## src/rtl/fetch_pkg.sv

```systemverilog
// Shared fetch/decode definitions: datapath widths, fetch FSM states and counter helper.
// The decoder imports this same package so instruction widths stay in lockstep.
package fetch_pkg;

    localparam int PC_W    = 10;
    localparam int INSTR_W = 9;
    localparam int CNT_W   = 16;

    typedef enum logic [1:0] {
        IDLE  = 2'd0,
        RUN   = 2'd1,
        DRAIN = 2'd2,
        DONE  = 2'd3
    } fetch_state_e;

    // Saturating increment so the retire counter sticks at all-ones instead of wrapping
    function automatic logic [CNT_W-1:0] satInc(input logic [CNT_W-1:0] value);
        return (value == {CNT_W{1'b1}}) ? value : value + CNT_W'(1);
    endfunction

endpackage

```

## src/rtl/fetch_unit_if.sv

```systemverilog
// Bundle of control, instruction-memory and decoder signals around the fetch unit.
// master = surrounding system (memory, decoder, sequencer); slave = fetch_unit itself.
interface fetch_unit_if;
    import fetch_pkg::*;

    logic                 start;
    logic [PC_W-1:0]      lastAddr;
    logic                 stall;
    logic                 branchEnable;
    logic [PC_W-1:0]      branchTarget;
    logic [PC_W-1:0]      imemAddr;
    logic [INSTR_W-1:0]   imemData;
    logic [INSTR_W-1:0]   instr;
    logic                 instrValid;
    logic                 done;
    logic [CNT_W-1:0]     retired;

    modport master (
        output start, lastAddr, stall, branchEnable, branchTarget, imemData,
        input  imemAddr, instr, instrValid, done, retired
    );

    modport slave (
        input  start, lastAddr, stall, branchEnable, branchTarget, imemData,
        output imemAddr, instr, instrValid, done, retired
    );

endinterface

```

## src/rtl/fetch_unit_prog_ctr.sv

```systemverilog
// Program counter register: load has priority over increment, otherwise holds.
// Increment wraps naturally at the PC width.
module prog_ctr
    import fetch_pkg::*;
(
    input  logic            clk,
    input  logic            rst_n,
    input  logic            loadEn_i,
    input  logic [PC_W-1:0] loadAddr_i,
    input  logic            incEn_i,
    output logic [PC_W-1:0] pc_o
);

    logic [PC_W-1:0] pc_q;
    logic [PC_W-1:0] pc_d;

    always_comb begin
        pc_d = pc_q;
        if (loadEn_i) begin
            pc_d = loadAddr_i;
        end else if (incEn_i) begin
            pc_d = pc_q + PC_W'(1);
        end
    end

    always_ff @(posedge clk or negedge rst_n) begin
        if (!rst_n) begin
            pc_q <= '0;
        end else begin
            pc_q <= pc_d;
        end
    end

    assign pc_o = pc_q;

endmodule

```

## src/rtl/fetch_unit.sv

```systemverilog
// Instruction fetch sequencer: runs a program from address 0 to lastAddr, handles
// taken branches with a single squashed bubble, stalls, and counts retired instructions.
module fetch_unit
    import fetch_pkg::*;
(
    input  logic         clk,
    input  logic         rst_n,
    fetch_unit_if.slave  fetchBus
);

    fetch_state_e         state_q, state_d;
    logic [INSTR_W-1:0]   instr_q, instr_d;
    logic                 instrValid_q, instrValid_d;
    logic [CNT_W-1:0]     retired_q, retired_d;

    logic [PC_W-1:0]      pc;
    logic                 pcLoad;
    logic [PC_W-1:0]      pcLoadAddr;
    logic                 pcInc;
    logic                 branchTaken;

    prog_ctr u_progCtr (
        .clk        (clk),
        .rst_n      (rst_n),
        .loadEn_i   (pcLoad),
        .loadAddr_i (pcLoadAddr),
        .incEn_i    (pcInc),
        .pc_o       (pc)
    );

    // A branch flag only means something while a live instruction sits on instr
    assign branchTaken = instrValid_q & fetchBus.branchEnable;

    always_ff @(posedge clk or negedge rst_n) begin
        if (!rst_n) begin
            state_q      <= IDLE;
            instr_q      <= '0;
            instrValid_q <= 1'b0;
            retired_q    <= '0;
        end else begin
            state_q      <= state_d;
            instr_q      <= instr_d;
            instrValid_q <= instrValid_d;
            retired_q    <= retired_d;
        end
    end

    always_comb begin
        state_d      = state_q;
        instr_d      = instr_q;
        instrValid_d = instrValid_q;
        retired_d    = retired_q;
        pcLoad       = 1'b0;
        pcLoadAddr   = '0;
        pcInc        = 1'b0;

        if (!fetchBus.stall) begin
            if (instrValid_q) begin
                retired_d = satInc(retired_q);
            end

            unique case (state_q)
                IDLE: begin
                    instrValid_d = 1'b0;
                    if (fetchBus.start) begin
                        pcLoad  = 1'b1;
                        state_d = RUN;
                    end
                end

                RUN: begin
                    if (branchTaken) begin
                        pcLoad       = 1'b1;
                        pcLoadAddr   = fetchBus.branchTarget;
                        instrValid_d = 1'b0;
                    end else begin
                        instr_d      = fetchBus.imemData;
                        instrValid_d = 1'b1;
                        pcInc        = 1'b1;
                        if (pc == fetchBus.lastAddr) begin
                            state_d = DRAIN;
                        end
                    end
                end

                // Last instruction is on instr; a taken branch here resumes the program
                DRAIN: begin
                    instrValid_d = 1'b0;
                    if (branchTaken) begin
                        pcLoad     = 1'b1;
                        pcLoadAddr = fetchBus.branchTarget;
                        state_d    = RUN;
                    end else begin
                        state_d = DONE;
                    end
                end

                DONE: begin
                    instrValid_d = 1'b0;
                    if (fetchBus.start) begin
                        pcLoad    = 1'b1;
                        retired_d = '0;
                        state_d   = RUN;
                    end
                end
            endcase
        end
    end

    assign fetchBus.imemAddr   = pc;
    assign fetchBus.instr      = instr_q;
    assign fetchBus.instrValid = instrValid_q;
    assign fetchBus.done       = (state_q == DONE);
    assign fetchBus.retired    = retired_q;

endmodule

```

## src/flat_wrapper.sv

```systemverilog
// flat-port wrapper written by rule: the top's interface ports become plain ports
module fetch_unit_flat import fetch_pkg::*;
  (clk, rst_n, fetchBus_start, fetchBus_lastAddr, fetchBus_stall, fetchBus_branchEnable, fetchBus_branchTarget, fetchBus_imemData, fetchBus_imemAddr, fetchBus_instr, fetchBus_instrValid, fetchBus_done, fetchBus_retired);
  fetch_unit_if fetchBus_i ();
  input  logic clk;
  input  logic rst_n;
  input wire logic [$bits(fetchBus_i.start)-1:0] fetchBus_start;
  input wire logic [$bits(fetchBus_i.lastAddr)-1:0] fetchBus_lastAddr;
  input wire logic [$bits(fetchBus_i.stall)-1:0] fetchBus_stall;
  input wire logic [$bits(fetchBus_i.branchEnable)-1:0] fetchBus_branchEnable;
  input wire logic [$bits(fetchBus_i.branchTarget)-1:0] fetchBus_branchTarget;
  input wire logic [$bits(fetchBus_i.imemData)-1:0] fetchBus_imemData;
  output wire logic [$bits(fetchBus_i.imemAddr)-1:0] fetchBus_imemAddr;
  output wire logic [$bits(fetchBus_i.instr)-1:0] fetchBus_instr;
  output wire logic [$bits(fetchBus_i.instrValid)-1:0] fetchBus_instrValid;
  output wire logic [$bits(fetchBus_i.done)-1:0] fetchBus_done;
  output wire logic [$bits(fetchBus_i.retired)-1:0] fetchBus_retired;
  assign fetchBus_i.start = fetchBus_start;
  assign fetchBus_i.lastAddr = fetchBus_lastAddr;
  assign fetchBus_i.stall = fetchBus_stall;
  assign fetchBus_i.branchEnable = fetchBus_branchEnable;
  assign fetchBus_i.branchTarget = fetchBus_branchTarget;
  assign fetchBus_i.imemData = fetchBus_imemData;
  assign fetchBus_imemAddr = fetchBus_i.imemAddr;
  assign fetchBus_instr = fetchBus_i.instr;
  assign fetchBus_instrValid = fetchBus_i.instrValid;
  assign fetchBus_done = fetchBus_i.done;
  assign fetchBus_retired = fetchBus_i.retired;
  fetch_unit u_core (.clk(clk), .rst_n(rst_n), .fetchBus(fetchBus_i));
endmodule
```

## config.mk

```make
export PLATFORM = sky130hd
export DESIGN_NAME = fetch_unit_flat
export DESIGN_NICKNAME = d
export VERILOG_FILES = /design/src/rtl/fetch_pkg.sv /design/src/rtl/fetch_unit_if.sv /design/src/rtl/fetch_unit_prog_ctr.sv /design/src/rtl/fetch_unit.sv /design/src/flat_wrapper.sv
export SDC_FILE = /design/constraint.sdc
export NUM_CORES = 1
export LEC_CHECK = 0
export ABC_AREA = 1
export ABC_CLOCK_PERIOD_IN_PS = 2650
export BUFFER_PORTS_ARGS = -buffer_cell sky130_fd_sc_hd__buf_2
export CORE_ASPECT_RATIO = 0.75
export CORE_MARGIN = 2
export CORE_UTILIZATION = 55
export CTS_CLUSTER_SIZE = 16
export DETAILED_ROUTE_END_ITERATION = 12
export PLACE_DENSITY = 0.83
export SLEW_MARGIN = 20
export SYNTH_ARGS = -nofsm -noshare
export SYNTH_HDL_FRONTEND = slang
export SYNTH_SLANG_ARGS = --single-unit
```

## constraint.sdc

```tcl
create_clock -name clk -period 2.65 [get_ports clk]
set_input_delay 0.1325 -clock clk [delete_from_list [all_inputs] [get_ports clk]]
set_output_delay 0.1325 -clock clk [all_outputs]
set_load 0.005 [all_outputs]
```

Yosys cells after proc, flatten, opt, wreduce, memory -nomap -nowiden

Cells that the tools add are included.

Flip-flop bits (word level): 38
Latch bits: 0
RAM bits: 0
ROM bits: 0
Input port bits: 34
Output and inout bits: 37
Memories kept: 0

Add/subtract/negate cells: 2
Multipliers: 0
Div/mod/pow operators: 0
Magnitude comparators: 0
Eq/ne operators: 8
Shift-type cells: 0
Muxes and demuxes: 22
Bitwise operators: 3
Reduce and logical (&&, ||, !) cells: 7

Operators with widths:

| cell                                           | number |
|---|---|
| two-way mux 16 bit                             | 4 |
| two-way mux 10 bit                             | 5 |
| adder 16 x 1 -> 16 bit (second input constant) | 1 |
| == test 16 bit (second input constant)         | 1 |
| adder 10 x 1 -> 10 bit (second input constant) | 1 |
| == test 10 bit                                 | 1 |
| two-way mux 2 bit                              | 4 |
| two-way mux 1 bit                              | 6 |
| case mux 2 bit (3 select lines)                | 1 |
| == test 2 bit (second input constant)          | 2 |
| != test 2 x 1 -> 1 bit (second input constant) | 2 |
| case mux 1 bit (2 select lines)                | 2 |
| AND reduction 4 bit                            | 1 |
| OR reduction 2 bit                             | 2 |
| AND reduction 3 bit                            | 1 |
| OR reduction 3 bit                             | 1 |
| == test 2 x 1 -> 1 bit (second input constant) | 1 |
| zero test 2 bit                                | 1 |
| != test 2 bit (second input constant)          | 1 |
| inverter 1 bit                                 | 2 |
| nonzero test 2 bit                             | 1 |
| AND 1 bit                                      | 1 |

Logic depth before layout (Yosys ltp)

Gate-level depths: netlist of run 1.

Word-level depth: 6
Mapped depth: 11

Modules after synthesis

A second synthesis of run 1 with hierarchy kept.

Cells, all modules: 387
Area, all modules: 2557.5 um^2

By module, submodules not included:

| module     | times used | cells each | area an instance (um^2) | sequential area each (um^2) |
|---|---|---|---|---|
| fetch_unit | 1          | 311        | 1958.1                  | 700.7 |
| prog_ctr   | 1          | 76         | 599.3                   | 250.2 |

Least setup slack after synthesis of run 1

OpenSTA, ideal clock, no wires.

Path type: flip-flop to flip-flop
From: register u_core.state_q[0]
To: register u_core.u_progCtr.pc_q[8], in the netlist u_core.u_progCtr.pc_o[8]
Library setup time: 0.122 ns
Arrival: 1.506 ns
Slack: 1.022 ns
Cell stages (with the launch flop): 11
Path buffers: 0
Period minus slack after synthesis: 1.628 ns
Cells stage by stage: dfrtp_1 inv_1 ha_1 inv_1 nor2_2 nor2_4 o21ai_4 nand2_4 clkinv_2 a21oi_1 a21oi_1

Word-level cells in the longest chain between the ends: 5
Elaborated cells on any way between the ends: 14
Classes of those cells: eq/ne (3); mux (7); reduce/logical (4)

RTL lines:

| element                                                               | line                      | text |
|---|---|---|
| start: declaration                                                    | fetch_unit.sv:11          | `fetch_state_e state_q, state_d;` |
| start signal: assignment                                              | fetch_unit.sv:41          | `state_q <= state_d;` |
| == test 2 bit, or another cell as far along                           | fetch_unit.sv:62          | `unique case (state_q)` |
| OR reduction 2 bit (no source line)                                   | --                        |  |
| case mux 1 bit (2 select lines) or two-way mux 10 bit (tied branches) | --                        |  |
| two-way mux 1 bit or two-way mux 10 bit (tied branches)               | fetch_unit.sv:57          | `if (!fetchBus.stall) begin` |
| two-way mux 10 bit or nonzero test 2 bit (tied branches)              | --                        |  |
| end signal: assignment                                                | fetch_unit_prog_ctr.sv:30 | `pc_q <= pc_d;` |
| end: declaration                                                      | fetch_unit_prog_ctr.sv:14 | `logic [PC_W-1:0] pc_q;` |

Parallel ways exist; a longest one is shown, timed or not.
A chain may end at the register's enable or synchronous reset.

Worst setup path in the final report of run 1

From: register u_core.state_q[0]
To: register u_core.u_progCtr.pc_q[3], in the netlist u_core.u_progCtr.pc_o[3]

The elaborated chain is that of the path after synthesis.

==> impl_metrics.toml, run 1 <==
[place]
hpwlAfterDp_um = 4580
io_buffers = 70
gp_congestion = 0.895

[clock_tree]
cts.sinks = 38
cts_tree = "done"
cts_resized = 0
cts_buffers = 5
clk_latency_ns = 0.29
cts_buffer_depth = 2
clk_pin_slew_ns = 0.08
holdBufCountCts = 1
h-tree-depth = 2
post_cts_buffers = 0
clockRootBuffer = "clkbuf_8"

[critical_path]
cp_num_buf_inv = 3
worst_ep_arrival_time_ns = 2.15
crit_chain = "inv_1 -> ha_1 -> inv_1 -> nor2_2 -> nor2_4 -> o21ai_4 -> nand2_4 -> clkinv_2 -> a22oi_1"
path_class = "reg2reg"
cp_top_family = "flip-flops"
endpoint_kind = "register"
crit-reg2reg-launch = "u_core.state_q[0]"
crit_top_cell = "inv_1"
start_kind = "register"
startpoint = "u_core.state_q[0]"
crit_slowest_cell = "dfrtp_1"
cpPeakStageDelay_ns = 0.43
crit_required_ns = 2.85
cp_max_fo = 12

[detailed_routing]
via_per_inst = 5.35
wirelength_um = 6200
drc = 0
antenna_left = 0
dr.pass1.iters = 4
dr.first_iter.drc_count = 175
vias = 2516
routedWlPerCell_um = 13.2

[floorplan]
row_count = 21
boundaryPins = 71
die_area_um2 = 5240
fp.dieW_um = 83.0
die_h_um = 63.2
core_area_um2 = 4470
initial_utilization_pct = 57.6

[grt]
track_usage_pct = 23.8
grt_start_max_net_pins = 39
grt_pass1_wl_um = 10100
antenna_found_initial = 0
overflow = 0
grt_pass1_vias = 2209

[layout]
final_util_pct = 68.3
drive_gt1_share_pct = 27.4
antenna_cells = 0
finalNetCount = 452
fill_cells = 373
area_growth_pct = 18.7

[hold_path]
min_from = "fetchBus_imemData[1]"
hp-class = "in2reg"

[sta]
timing.setup.tns_ns = 0
worstMarginPinSlew_ns = 0.833
rsz0062_at_grt = "no"
fmax_mhz = 513
final-hold-violation-count = 0
finalCritPeriodShare_pct = 73.6
setup_violations = 0
drv_slew = 0
min_period_ns = 1.95
slew_headroom_pct = 44.4
skew_ns = 0.00602

[pwr]
irDropWorstVdd_v = 0.000497
power_density_nw_per_um2 = 893
p_leak_uw = 0.00164

[yosys]
yosysTopAreaCell = "dfrtp_1"
syn-num-nets = 381
synth-seq-area-share_pct = 37.0
synthesis.instances = 341
ys_ff_latch = 38
synth.distinct_cells = 37
syn_area_um2 = 2570
synth_top_area_share_pct = 37.0
ys_top_cells_by_area = "dfrtp_1, nand2_1, nor2_1"
synth-warning-count = 0
post_synth.cell_area_avg_um2 = 7.54

[run_status]
status = "finished, final reports clean"

[job]
max_cap_violations = 0
==> worst reg2reg max path, stage by stage, from the launching register on <==
cell and delay (ns):
dfrtp_1 0.43, inv_1 0.06, ha_1 0.36, inv_1 0.11, nor2_2 0.05, nor2_4 0.15, o21ai_4 0.16, nand2_4 0.16
clkinv_2 0.13, a22oi_1 0.23
==> final timing paths <==
check | to | slack (ns) | depth (start not counted)
max | u_core.u_progCtr.pc_o[3] | 0.70 | 9
min | u_core.fetchBus.instr[1] | 0.03 | 3
max reg2reg | u_core.u_progCtr.pc_o[3] | 0.70 | 9
min reg2reg | u_core.fetchBus.instr[0] | 0.48 | 2
max in group asynchronous | u_core.fetchBus.instr[2] | 1.66 | 2
min in group asynchronous | u_core.state_q[1] | 0.47 | 2
==> cells by family after synthesis <==
family	count (synthesis)	share of synthesized area [%]
fa+ha+maj	6	2.92
compound gates	38	9.25
flops	38	37.0
buf+inv	49	8.86
xor+xnor	12	4.09
simple gates	198	37.9
==> layout make-up <==
cell class                      instances  area, µm²  area share, %
Clock buffer                            5       68.8           2.26
Clock inverter                          3       45.0           1.48
Inverter                               42        163           5.33
Multi-Input combinational cell        254       1390           45.6
Sequential cell                        38        951           31.2
Tap cell                               57       71.3           2.34
Timing Repair Buffer                   71        360           11.8
==> cells in the mapped netlist (all sizes together) <==
| cell type | count |
|---|---|
| nand4 | 7 |
| nand3 | 30 |
| nand3b | 2 |
| dfrtp | 38 |
| nor3 | 6 |
| nand2 | 105 |
| ha | 6 |
| xnor2 | 5 |
| nor2 | 47 |
| a31oi | 5 |
| buf | 6 |
| inv | 40 |
| o21bai | 1 |
| o211ai | 1 |
| clkinv | 2 |
| a21oi | 12 |
| clkbuf | 1 |
| or2 | 1 |
| o21ai | 15 |
| xor2 | 7 |
| a22oi | 4 |
==> flip-flops by register name, summed over array words and instances (netlist names) <==
name	cells
u_core.fetchBus.instrValid	1
u_core.fetchBus.instr	9
u_core.state_q	2
u_core.u_progCtr.pc_o	10
u_core.fetchBus.retired	16
==> layout by cell type, fill, tap and decap left out, drive strengths merged, types with 7 or more instances in the layout <==
master / count
nor2: 47
o21ai: 15
dfrtp: 38
inv: 40
nand4: 7
xor2: 7
a21oi: 12
nand3: 30
nand2: 105
buf: 70
==> layer usage <==
layer,GRT usage (%),share of wire [%]
met5,0,0
met4,10.5,1.7
met3,5.24,8.1
met2,34.1,44
met1,34.6,47
==> stage by stage <==
step / instance area (µm²) / cells / setup WS, ns / total power (µW) / hold WS [ns]
after floorplan: 2570 / 341 / 1.02 / 1840 / -0.163
after global placement: 2930 / 461 / 0.873 / 2160 / 0.277
after detailed placement: 2930 / 461 / 0.759 / 2210 / 0.276
after CTS: 3050 / 470 / 0.717 / 2720 / 0.0331
after global routing: 3050 / 470 / 0.602 / 2930 / 0.0276
final: 3050 / 470 / 0.699 / 2730 / 0.0333
==> report_power, final <==
group | leakage (µW) | internal [µW] | total (µW) | switching, µW
registers | 0.000485 | 788 | 1050 | 262
logic | 0.00111 | 485 | 1170 | 688
clock network | 0.0000504 | 280 | 502 | 222
(Power assumes the default switching activity.)
==> run 2, diff against run 1 <==
ABC_CLOCK_PERIOD_IN_PS = 1750   (was 2650)
CORE_UTILIZATION = 48   (was 55)
PLACE_DENSITY = 0.77   (was 0.83)
clock period = 1.75 ns   (was 2.65 ns; I/O delays follow)
==> run 2 against run 1 <==
Against the previous run:
- fmax increased by 18%
- critical path depth increased by 1
- critical endpoint is now u_core.u_progCtr.pc_o[8]
- hold slack got worse by 0.0010 ns
- final cell count increased by 8.1%
==> impl_metrics.toml, run 2 (synthesis gave the netlist of run 1 again) <==
[run_status]
status = "finished, final reports clean"

[grt]
top_usage_layer = "met2"
antenna_found_initial = 0
grt_pass1_vias = 2255
grt_use_met3_pct = 3.91
grt_pass1_wl_um = 10400
grtUsageMet1_pct = 33.9
overflow = 0
grt_use_met2_pct = 34.5
track_usage_pct = 23.1
grt_start_max_net_pins = 25

[sta]
min_period_ns = 1.66
finalCritPeriodShare_pct = 94.9
slew_headroom_pct = 62.6
final-hold-violation-count = 0
timing.setup.tns_ns = 0
worstMarginPinSlew_ns = 0.561
setup_violations = 0
skew_ns = 0.00224
hold_slack_ns = 0.0322
fmax_mhz = 602
drv_slew = 0

[critical_path]
r2r_slack_ns = 0.09
rr_endpoint = "u_core.u_progCtr.pc_o[8]"
crit-reg2reg-launch = "u_core.state_q[0]"
path_class = "reg2reg"
r2r_cells = 10
cp_max_fo = 6
worst_ep_arrival_time_ns = 1.85
start_kind = "register"
crit_required_ns = 1.94
endpoint_kind = "register"

[place]
gp_congestion = 0.957
io_buffers = 70
hpwlAfterDp_um = 4940
place_inst = 487

[layout]
finalNetCount = 472
stdcell_count = 508
area_growth_pct = 27.0
final_cell_mix = "nand2_1, buf_2, nor2_1, dfrtp_1, inv_1"
antenna_cells = 0
layout_commonest_cell = "nand2_1"
largest_reg_flops = 16
drive_gt1_share_pct = 29.3
final_util_pct = 62.0

[detailed_routing]
wirelength_um = 6640
via_per_inst = 5.03
vias = 2557
antenna_left = 0
routedWlPerCell_um = 13.1
drc = 0
dr.first_iter.drc_count = 161
dr.pass1.iters = 5

[pwr]
p_leak_uw = 0.00174
irDropWorstVdd_v = 0.000621
power_density_nw_per_um2 = 1330
p_total_uw = 4350

[clock_tree]
h-tree-depth = 2
cts_buffers = 5
clk_latency_ns = 0.30
clk_pin_slew_ns = 0.08
cts.sinks = 38
clockRootBuffer = "clkbuf_8"
cts_tree = "done"
cts_buffer_depth = 2

[floorplan]
boundaryPins = 71
core_area_um2 = 5270
fp.dieW_um = 88.5
die_h_um = 67.4
die_area_um2 = 5960
initial_utilization_pct = 48.8
row_count = 23

[hold_path]
hold_depth = 3
min_to = "u_core.u_progCtr.pc_o[6]"
hp-class = "in2reg"
min_from = "fetchBus_branchTarget[6]"

[job]
max_cap_violations = 0
## run 2: changes by cell type in the layout (fill, tap and decap cells not counted)
| cell | previous run | this run |
|---|---|---|
| ha_1 | 6 | 5 |
| nand3_2 | 5 | 6 |
| buf_4 | 0 | 9 |
| dlygate4sd3_1 | 1 | 10 |
| nand3_1 | 24 | 23 |
| buf_6 | 0 | 1 |
| clkinv_2 | 2 | 4 |
| inv_4 | 1 | 2 |
| ha_4 | 0 | 1 |
| inv_1 | 35 | 34 |
| clkinvlp_4 | 2 | 1 |
## run 2: what timing repair did
item / CTS / global route
setup endpoints to repair: 1 / 3
buffers inserted: 0 / 2
cloned: 0 / 1
hold buffers: 10 / 0
pin swaps: 0 / 1
hold endpoints to repair: 31 / 0
resized for setup: 1 / 5
## run 2: worst max-delay path, cell delays in order, from the launching register on
cell and delay, ns:
dfrtp_1 0.38, inv_1 0.09, ha_4 0.22, inv_2 0.08, nor2_2 0.05, nor2_4 0.18
o21ai_4 0.11, nand2_4 0.10, clkinv_2 0.12, a21oi_1 0.13, a21oi_1 0.08
## run 2: layout make-up
type	count	area, µm²
fillers	465	2000
multi-input cells	254	1410
flip-flops and latches	38	951
repair buffers	90	529
inverters	42	165
well taps	75	93.8
clock buffers	5	68.8
clock inverters	3	40.0
repair inverters	1	7.51
## run 2: layer usage
metal	part of all wire [%]	routed length (µm)
met2	44	2950
met5	0	0
met1	49	3220
met3	5.6	369
met4	1.5	102
## run 2: stage by stage
step	worst slack, ns	area, µm²
detailed placement	0.0292	3010
CTS	0.0803	3230
finish	0.0897	3270
global route	-0.00552	3270
floorplan	0.122	2570
global placement	0.0983	3010
## run 2: how the worst max path moves through the flow
stage                                    end  cells after the start               from
global route        u_core.u_progCtr.pc_o[8]                     10  u_core.state_q[0]
CTS                 u_core.u_progCtr.pc_o[4]                      9  u_core.state_q[1]
finish              u_core.u_progCtr.pc_o[8]                     10  u_core.state_q[0]
global placement    u_core.u_progCtr.pc_o[8]                      9  u_core.state_q[1]
floorplan           u_core.u_progCtr.pc_o[8]                     10  u_core.state_q[0]
detailed placement  u_core.u_progCtr.pc_o[8]                      9  u_core.state_q[1]
## run 2: where the power goes
part	internal, µW	switching (µW)	leakage [µW]	total (µW)
sequential	1190	329	0.000485	1520
clock	420	330	0.0000579	750
combinational	904	1170	0.00119	2070
total	2520	1830	0.00174	4350
